## src/rtl/divider_ctrl.sv

```systemverilog
// Run/stop sequencer for the programmable sample-clock divider (clk_out = clk_in / (2*half)).
// Latency: first clk_out rise `half` cycles after start; new half-periods take effect at the next period boundary.
// Backpressure: cfg_ready drops while a config is pending and rises the cycle after it is applied.
module divider_ctrl #(
  parameter int CNT_W        = 16,
  parameter int DEFAULT_HALF = 15,
  parameter int BURST_W      = 8
) (
  input  logic               clk_in,
  input  logic               reset,
  input  logic               cfg_valid,
  output logic               cfg_ready,
  input  logic [CNT_W-1:0]   cfg_half,
  input  logic               start,
  input  logic               stop,
  input  logic [BURST_W-1:0] burst_len,
  output logic               clk_out,
  output logic               tick,
  output logic               busy,
  output logic               done
);

  typedef enum logic [1:0] {
    ST_IDLE  = 2'd0,
    ST_RUN   = 2'd1,
    ST_DRAIN = 2'd2
  } state_t;

  localparam logic [CNT_W-1:0]   CNT_ONE = CNT_W'(1);
  localparam logic [BURST_W-1:0] PER_ONE = BURST_W'(1);
  localparam logic [BURST_W-1:0] PER_MAX = {BURST_W{1'b1}};

  state_t               state_q, state_nx;
  logic [CNT_W-1:0]     cnt_q, cnt_nx;
  logic [BURST_W-1:0]   period_q, period_nx;
  logic [BURST_W-1:0]   burst_q, burst_nx;
  logic                 pend_vld_q, pend_vld_nx;
  logic [CNT_W-1:0]     pend_half_q, pend_half_nx;
  logic [CNT_W-1:0]     act_half_q, act_half_nx;
  logic                 clk_out_q, clk_out_nx;
  logic                 tick_q, tick_nx;
  logic                 busy_q, busy_nx;
  logic                 done_q, done_nx;

  logic                 cfg_xfer;
  logic [CNT_W-1:0]     cfg_half_fix;
  logic                 cnt_hit;
  logic [BURST_W-1:0]   period_inc;

  assign cfg_ready    = ~pend_vld_q;
  assign cfg_xfer     = cfg_valid & ~pend_vld_q;
  assign cfg_half_fix = (cfg_half == '0) ? CNT_ONE : cfg_half;
  assign cnt_hit      = (cnt_q == (act_half_q - CNT_ONE));
  assign period_inc   = (period_q == PER_MAX) ? period_q : (period_q + PER_ONE);

  assign clk_out = clk_out_q;
  assign tick    = tick_q;
  assign busy    = busy_q;
  assign done    = done_q;

  // Next-state and next-output logic: counting, period completion, config apply, burst/stop exit.
  always_comb begin
    state_nx     = state_q;
    cnt_nx       = cnt_q;
    period_nx    = period_q;
    burst_nx     = burst_q;
    pend_vld_nx  = pend_vld_q;
    pend_half_nx = pend_half_q;
    act_half_nx  = act_half_q;
    clk_out_nx   = clk_out_q;
    tick_nx      = 1'b0;
    done_nx      = 1'b0;

    // A held config can never be overwritten: cfg_ready is low while pending.
    if (cfg_xfer) begin
      pend_vld_nx  = 1'b1;
      pend_half_nx = cfg_half_fix;
    end

    case (state_q)
      ST_IDLE: begin
        clk_out_nx = 1'b0;
        cnt_nx     = '0;
        // No output period in flight, so a pending half can go live at once.
        if (pend_vld_q) begin
          act_half_nx = pend_half_q;
          pend_vld_nx = 1'b0;
        end
        if (start && !stop) begin
          state_nx  = ST_RUN;
          period_nx = '0;
          burst_nx  = burst_len;
        end
      end
      ST_RUN, ST_DRAIN: begin
        if (cnt_hit) begin
          cnt_nx     = '0;
          clk_out_nx = ~clk_out_q;
          if (!clk_out_q) begin
            tick_nx = 1'b1;
          end else begin
            // Falling edge closes a full period: the only safe point to retime.
            period_nx = period_inc;
            if (pend_vld_q) begin
              act_half_nx = pend_half_q;
              pend_vld_nx = 1'b0;
            end
            if (((burst_q != '0) && (period_inc == burst_q)) || (state_q == ST_DRAIN)) begin
              state_nx = ST_IDLE;
              done_nx  = 1'b1;
            end
          end
        end else begin
          cnt_nx = cnt_q + CNT_ONE;
        end
        // A stop that coincides with the burst-ending completion is absorbed by that exit.
        if ((state_q == ST_RUN) && stop && (state_nx == ST_RUN)) begin
          state_nx = ST_DRAIN;
        end
      end
      default: begin
        state_nx   = ST_IDLE;
        clk_out_nx = 1'b0;
        cnt_nx     = '0;
      end
    endcase

    busy_nx = (state_nx != ST_IDLE);
  end

  // State and datapath registers with synchronous reset; reset aborts a run without done.
  always_ff @(posedge clk_in) begin
    if (reset) begin
      state_q     <= ST_IDLE;
      cnt_q       <= '0;
      period_q    <= '0;
      burst_q     <= '0;
      pend_vld_q  <= 1'b0;
      pend_half_q <= '0;
      act_half_q  <= CNT_W'(DEFAULT_HALF);
      clk_out_q   <= 1'b0;
      tick_q      <= 1'b0;
      busy_q      <= 1'b0;
      done_q      <= 1'b0;
    end else begin
      state_q     <= state_nx;
      cnt_q       <= cnt_nx;
      period_q    <= period_nx;
      burst_q     <= burst_nx;
      pend_vld_q  <= pend_vld_nx;
      pend_half_q <= pend_half_nx;
      act_half_q  <= act_half_nx;
      clk_out_q   <= clk_out_nx;
      tick_q      <= tick_nx;
      busy_q      <= busy_nx;
      done_q      <= done_nx;
    end
  end

endmodule

```

## config.mk

```make
export PLATFORM = sky130hd
export DESIGN_NAME = divider_ctrl
export DESIGN_NICKNAME = d
export VERILOG_FILES = /design/src/rtl/divider_ctrl.sv
export SDC_FILE = /design/constraint.sdc
export NUM_CORES = 1
export LEC_CHECK = 0
export CAP_MARGIN = 5
export CORE_MARGIN = 2
export CORE_UTILIZATION = 40
export CTS_BUF_LIST = sky130_fd_sc_hd__clkbuf_2
export DETAILED_ROUTE_END_ITERATION = 16
export GPL_ROUTABILITY_DRIVEN = 0
export GPL_TIMING_DRIVEN = 0
export PLACE_DENSITY = 0.62
export SLEW_MARGIN = 20
export SYNTH_ARGS = -nofsm -noshare
export SYNTH_HDL_FRONTEND = slang
export SYNTH_SLANG_ARGS = --single-unit
```

## constraint.sdc

```tcl
create_clock -name clk_in -period 3.9 [get_ports clk_in]
set_clock_uncertainty 0.1 [all_clocks]
set_input_delay 0.39 -clock clk_in [delete_from_list [all_inputs] [get_ports clk_in]]
set_output_delay 0.39 -clock clk_in [all_outputs]
set_load 0.1 [all_outputs]
```

==> metrics.csv, run 1 <==
stage,metric,value,unit
critical_path,FF-to-FF Start,act_half_q[0]$_SDFFE_PP1P_,
die,Die Ht,105,microns
clock_network,"CTS clk-pin slew, worst paths",0.19,ns
die,die area,11000,sq um
finish,Final #Nets,561,
die,Starting Density,41.3,%
sta,final hold vios,0,
global_routing,GRT overflow,0,
place,post-DP HPWL,7060,microns
clock_network,H-tree Lvls,3,
run_status,status,completed,
global_routing,global-route wire length before repair,15600,microns
die,die width,105,microns
synth,Syn Area/Cell,8.43,sq um
place,Area after DPL,4550,sq um
routing,final WL,9060,microns
global_routing,antenna violations before repair,0,
sta,Final setup violation count,0,
routing,DRT iter0 DRCs,253,
synth,mapped cell area,4050,sq um
critical_path,r2r setup slk,0.28,ns
routing,drt wl/cell,13.7,microns
synth,top_reg_cell synth,dfxtp_1,
sta,unrepaired setup endpoints after global routing,false,
clock_network,Clock Latency Late Sink,0.52,ns
clock_network,CTS max path bufs,2,
finish,post-route cell area,4660,sq um
synth,Netlist cell types,69,
critical_path,critical path class,flip-flop to flip-flop,
synth,largest area contributor in the netlist,dfxtp_1,
min_path,worst hold path class,input pin to flip-flop,
finish,n_diodes,0,
synth,number of synthesized flops with an enable pin,0,
min_path,hold_sp,cfg_half[13],
sta,Final min period,3.62,ns
synth,area share of the largest cell type after synthesis,35.1,%
synth,sequential area share after synthesis,35.1,%
routing,Vias,3420,
clock_network,CTS buffer count,9,
place,Placed Instances,647,
synth,Synth Net Count,517,
critical_path,Reg2Reg Depth,12,
flow_run,max-cap viol count,0,
sta,Slew headroom,35.1,%
synth,YS warnings,0,
finish,fraction of layout cells with a size suffix above 1,7.18,%
synth,"top cells by area, synth","dfxtp_1, mux2i_1, xnor2_1",
min_path,WHS Path Cells,3,
finish,P&R area growth vs syn,15.0,%
critical_path,reg2reg end,period_q[4]$_SDFFE_PP0P_,
global_routing,vias in the first global route,3273,
power,P_leak,0.00169,uW
min_path,Hold EP,pend_half_q[13]$_SDFFE_PP0P_,
synth,asr flop ratio synth,0,%
power,overall power,1440,uW
critical_path,startpoint types,flip-flop,
finish,Final Util,47.5,%
die,Core Rows,36,
global_routing,largest net degree at the start of global routing,12,
critical_path,CP max FO,10,
sta,Max Slew Vio Count,0,
routing,DR pass1 iterations,4,
routing,remaining antenna violation count,0,
sta,period utilization,92.9,%
critical_path,CP required,4.23,ns
clock_network,CTS tree,yes,
global_routing,GRT Overall Usage,17.4,%
sta,Worst-Margin Slew,0.970,ns
sta,Max Fclk,276,MHz
place,# port buffers,33,
routing,DR DRC count,0,
critical_path,CP Capture Type,flip-flop,
clock_network,Num Clock Sinks,71,
critical_path,crit path DAT,3.95,ns
synth,Yosys reg bits,71,
power,maximum VDD drop,0.169,mV
die,core area,9820,sq um
finish,Post-Layout Cell Count,662,
die,IO Pins,34,
power,Pwr per Cell Area,309,nW/um^2
sta,total negative slack,0,ns
clock_network,clk root buf,clkbuf_2,
routing,DR vias/cell,5.17,
synth,synthesized instance count,481,
==> synthesized netlist by cell type (3+ instances only) <==
library cell  count
nand3_1          19
mux2i_1          28
a21oi_1          24
nor3_1            8
o31ai_1           4
nand2b_1         26
nor3b_1           3
a211oi_1          4
nor2_1           58
ha_1              7
and4_1            3
inv_1            12
o211ai_1          4
o21ai_0           4
o41ai_1           4
dfxtp_1          71
xnor2_1          25
xor2_1           23
or3_1             4
nand2_1          44
clkbuf_1         26
nand4_1           8
and3_1            5
nor4_1            8
nor2b_1           3
==> worst max-delay path, cell delays in order (launching register included) <==
cell      delay (ns)
dfxtp_1         0.34
clkbuf_1        0.18
inv_1           0.09
ha_1            0.14
buf_4           0.16
or4b_1          0.52
nor3_2          0.33
mux2_2          0.39
mux2i_2         0.26
and2_1          0.19
nand4_1         0.19
or4b_1          0.52
o211a_1         0.14
==> final cells by class <==
type	instances	area, sq um
fillers	992	5160
multi-input cells	366	2440
flip-flops and latches	71	1420
repair buffers	34	338
well taps	133	166
plain buffers	31	144
clock buffers	11	55.1
clock inverters	4	47.5
inverters	12	45.0
==> stage by stage <==
stage / hold slack (ns) / worst slack, ns
after floorplan: 0.337 / 0.561
after global placement: 0.343 / 0.148
after detailed placement: 0.350 / 0.137
after CTS: 0.289 / 0.0952
after global routing: 0.274 / 0.0874
final: 0.329 / 0.276
==> cell families (layout without fill, tap and decap cells) <==
group                    count (synthesis)  in the layout  share of synthesized area, %
AND/OR/NAND/NOR                        211            211                          27.8
flip-flops                              71             71                          35.1
AO/OA/AOI/OAI                           70             70                          12.3
XOR/XNOR                                48             48                          10.4
buffers and inverters                   44             92                          4.75
multiplexers                            30             30                          7.47
adder cells (fa/ha/maj)                  7              7                          2.16
==> how the worst max path moves through the flow <==
stage / startpoint / end / slack [ns] / cells after the start
floorplan: act_half_q[0]$_SDFFE_PP1P_ / act_half_q[0]$_SDFFE_PP1P_ / 0.56 / 12
global placement: act_half_q[0]$_SDFFE_PP1P_ / act_half_q[7]$_SDFFE_PP0P_ / 0.15 / 12
detailed placement: act_half_q[0]$_SDFFE_PP1P_ / act_half_q[7]$_SDFFE_PP0P_ / 0.14 / 12
CTS: act_half_q[0]$_SDFFE_PP1P_ / act_half_q[1]$_SDFFE_PP1P_ / 0.1 / 12
global route: act_half_q[0]$_SDFFE_PP1P_ / period_q[4]$_SDFFE_PP0P_ / 0.09 / 12
finish: act_half_q[0]$_SDFFE_PP1P_ / period_q[4]$_SDFFE_PP0P_ / 0.28 / 12
==> repair_timing <==
| action | CTS | global route |
|---|---|---|
| hold buffers | 0 | 0 |
| setup endpoints to repair | 0 | 20 |
| resized for setup | 0 | 1 |
| buffers inserted | 0 | 1 |
==> registers in the layout, summed over array words and instances (netlist names) <==
| signal | cells |
|---|---|
| pend_vld_q | 1 |
| state_q | 2 |
| tick | 1 |
| act_half_q | 16 |
| period_q | 8 |
| clk_out | 1 |
| pend_half_q | 16 |
| busy | 1 |
| done | 1 |
| burst_q | 8 |
| cnt_q | 16 |
==> metal layers <==
| layer | wire, microns | vias to the layer above | part of all wire [%] | global-route usage [%] |
|---|---|---|---|---|
| li1 | - | 1778 | - | - |
| met1 | 4300 | 1561 | 47 | 22.5 |
| met2 | 4240 | 69 | 47 | 28.8 |
| met3 | 381 | 12 | 4.2 | 3.56 |
| met4 | 139 | 0 | 1.5 | 5.90 |
| met5 | 0 | - | 0 | 0 |
==> power by group <==
part	internal (uW)	switching, uW
clock network	148	256
logic	116	139
registers	756	24.8
total	1020	420
==> cells in the final DEF (no fill, tap or decap), types with 3 or more instances in the layout <==
cell type and instances:
nor2b_1 3, and4_1 3, o41ai_1 4, clkdlybuf4s50_1 33, nor2_1 58, xnor2_1 25
nor3b_1 3, a21oi_1 24, nor4_1 8, o21ai_0 4, nand2_1 44, mux2i_1 27
nand2b_1 26, dfxtp_1 71, o31ai_1 4, a211oi_1 4, o211ai_1 4, clkbuf_1 25
clkbuf_2 11, nor3_1 8, ha_1 7, nand4_1 8, or3_1 4, xor2_1 23
and3_1 5, inv_1 12, nand3_1 19, buf_4 3
No activity file was read; power rests on OpenSTA's default activity.
==> run 2: changes to the inputs <==
- CORE_ASPECT_RATIO: default -> 1.4
- CORE_UTILIZATION: 40 -> 55
- PLACE_DENSITY: 0.62 -> 0.79
==> metrics.csv, run 2 (synthesized netlist as in run 1, its figures left out) <==
stage,metric,value,unit
sta,total negative slack,0,ns
clock_network,Num Clock Sinks,71,
critical_path,crit path DAT,3.99,ns
sta,period utilization,93.2,%
power,maximum VDD drop,0.291,mV
die,IO Pins,34,
clock_network,clk root buf,clkbuf_2,
sta,Slew headroom,34.9,%
finish,P&R area growth vs syn,15.0,%
routing,remaining antenna violation count,0,
routing,final WL,9100,microns
critical_path,CP max FO,10,
clock_network,CTS tree,yes,
sta,setup ws final,0.267,ns
critical_path,CP Capture Type,flip-flop,
global_routing,antenna violations before repair,0,
flow_run,max-cap viol count,0,
routing,DRT iter0 DRCs,157,
global_routing,global-route wire length before repair,15100,microns
finish,area taken by flip-flops and latches,1420,sq um
place,Placed Instances,611,
routing,Vias,3515,
power,Pwr per Cell Area,326,nW/um^2
finish,Top Registers,"act_half_q: 16 flops, cnt_q: 16 flops, pend_half_q: 16 flops",
finish,n_diodes,0,
finish,"commonest non-fill, non-tap cell in the layout",dfxtp_1,
place,pre-CTS WS,0.109,ns
sta,Worst-Margin Slew,0.973,ns
place,Area after DPL,4500,sq um
finish,Layout fillers,666,
finish,fraction of layout cells with a size suffix above 1,7.34,%
critical_path,critical path class,flip-flop to flip-flop,
finish,post-route cell area,4660,sq um
die,Die Ht,106,microns
clock_network,H-tree Lvls,3,
run_status,status,completed,
sta,unrepaired setup endpoints after global routing,false,
min_path,worst hold path class,input pin to flip-flop,
clock_network,CTS max path bufs,2,
clock_network,"CTS clk-pin slew, worst paths",0.22,ns
die,Starting Density,55.8,%
sta,Final min period,3.63,ns
sta,Max Fclk,275,MHz
power,overall power,1520,uW
routing,DR pass1 iterations,4,
global_routing,GRT overflow,0,
finish,Post-Layout Cell Count,628,
sta,Final setup violation count,0,
sta,Max Slew Vio Count,0,
die,Core Rows,37,
power,P_leak,0.00171,uW
sta,final hold vios,0,
routing,DR vias/cell,5.60,
global_routing,vias in the first global route,3347,
die,die area,8080,sq um
routing,DR DRC count,0,
global_routing,largest net degree at the start of global routing,13,
die,die width,76.5,microns
routing,drt wl/cell,14.5,microns
finish,multi-input logic area,2450,sq um
finish,Final #Nets,562,
die,core area,7270,sq um
critical_path,CP required,4.25,ns
place,# port buffers,33,
critical_path,startpoint types,flip-flop,
clock_network,Clock Latency Late Sink,0.55,ns
global_routing,GRT Overall Usage,23.3,%
place,post-DP HPWL,6950,microns
finish,"commonest non-fill, non-tap cells in the layout","dfxtp_1, nor2_1, nand2_1, clkdlybuf4s50_1, mux2i_1",
clock_network,CTS buffer count,9,
-- run 2: cell type report --
type / count / area share [%]
Buffer: 31 / 3.09
Timing Repair Buffer: 35 / 7.41
Inverter: 12 / 0.966
Clock inverter: 6 / 1.83
Tap cell: 97 / 2.60
Sequential cell: 71 / 30.5
Clock buffer: 10 / 1.07
Multi-Input combinational cell: 366 / 52.5
-- run 2: path summary, 6_finish.rpt --
check / from / to / slack, ns / cells after the start
setup / recovery: act_half_q[0]$_SDFFE_PP1P_ / period_q[4]$_SDFFE_PP0P_ / 0.27 / 12
hold / removal: cfg_half[1] / pend_half_q[1]$_SDFFE_PP0P_ / 0.30 / 3
setup reg to reg: act_half_q[0]$_SDFFE_PP1P_ / period_q[4]$_SDFFE_PP0P_ / 0.27 / 12
hold reg to reg: pend_half_q[9]$_SDFFE_PP0P_ / pend_half_q[9]$_SDFFE_PP0P_ / 0.37 / 2
-- run 2: layer usage --
metal,vias to the layer above,routed length (microns),GRT usage [%]
met5,-,0,0.667
met4,0,297,11.8
met3,25,296,5.82
met2,74,4780,42.3
met1,1639,3730,24.8
li1,1777,-,-
-- run 2: timing repair --
| item | 4_1_cts | 5_1_grt |
|---|---|---|
| setup endpoints to repair | 0 | 24 |
| buffers inserted | 0 | 2 |
| hold buffers | 0 | 0 |
| resized for setup | 0 | 2 |
-- run 2: where the power goes --
| part | switching (uW) | internal (uW) | leakage (uW) |
|---|---|---|---|
| registers | 25.0 | 756 | 0.000577 |
| clock network | 265 | 212 | 0.0000795 |
| logic | 143 | 117 | 0.00105 |
-- run 2: worst max-delay path, stage by stage, from the launching register on --
cell and delay [ns]:
dfxtp_1 0.35, clkbuf_1 0.20, inv_1 0.10, ha_1 0.14, buf_4 0.16, or4b_1 0.55
nor3_4 0.26, mux2_2 0.38, mux2i_2 0.25, and2_1 0.19, nand4_1 0.19, or4b_1 0.52
o211a_1 0.14
-- run 2: metrics by stage --
step	util, %	hold WS [ns]
final	64.1	0.297
after global routing	64.1	0.269
after CTS	63.8	0.260
after detailed placement	62.0	0.349
after floorplan	-	0.337
after global placement	62.0	0.344
==> run 3: changes to the inputs <==
==> constraint.sdc (replaced) <==
create_clock -name clk_in -period 3.9 [get_ports clk_in]
set_clock_uncertainty 0.1 [all_clocks]
set_input_delay 0.78 -clock clk_in [delete_from_list [all_inputs] [get_ports clk_in]]
set_output_delay 0.78 -clock clk_in [all_outputs]
set_load 0.1 [all_outputs]
==> results of run 3 <==
The final DEF is identical to that of run 2. Status: completed.
Among the figures that moved: hold slack 0.297 ns -> 0.370 ns; end point of the worst hold path pend_half_q[1]$_SDFFE_PP0P_ -> pend_half_q[9]$_SDFFE_PP0P_
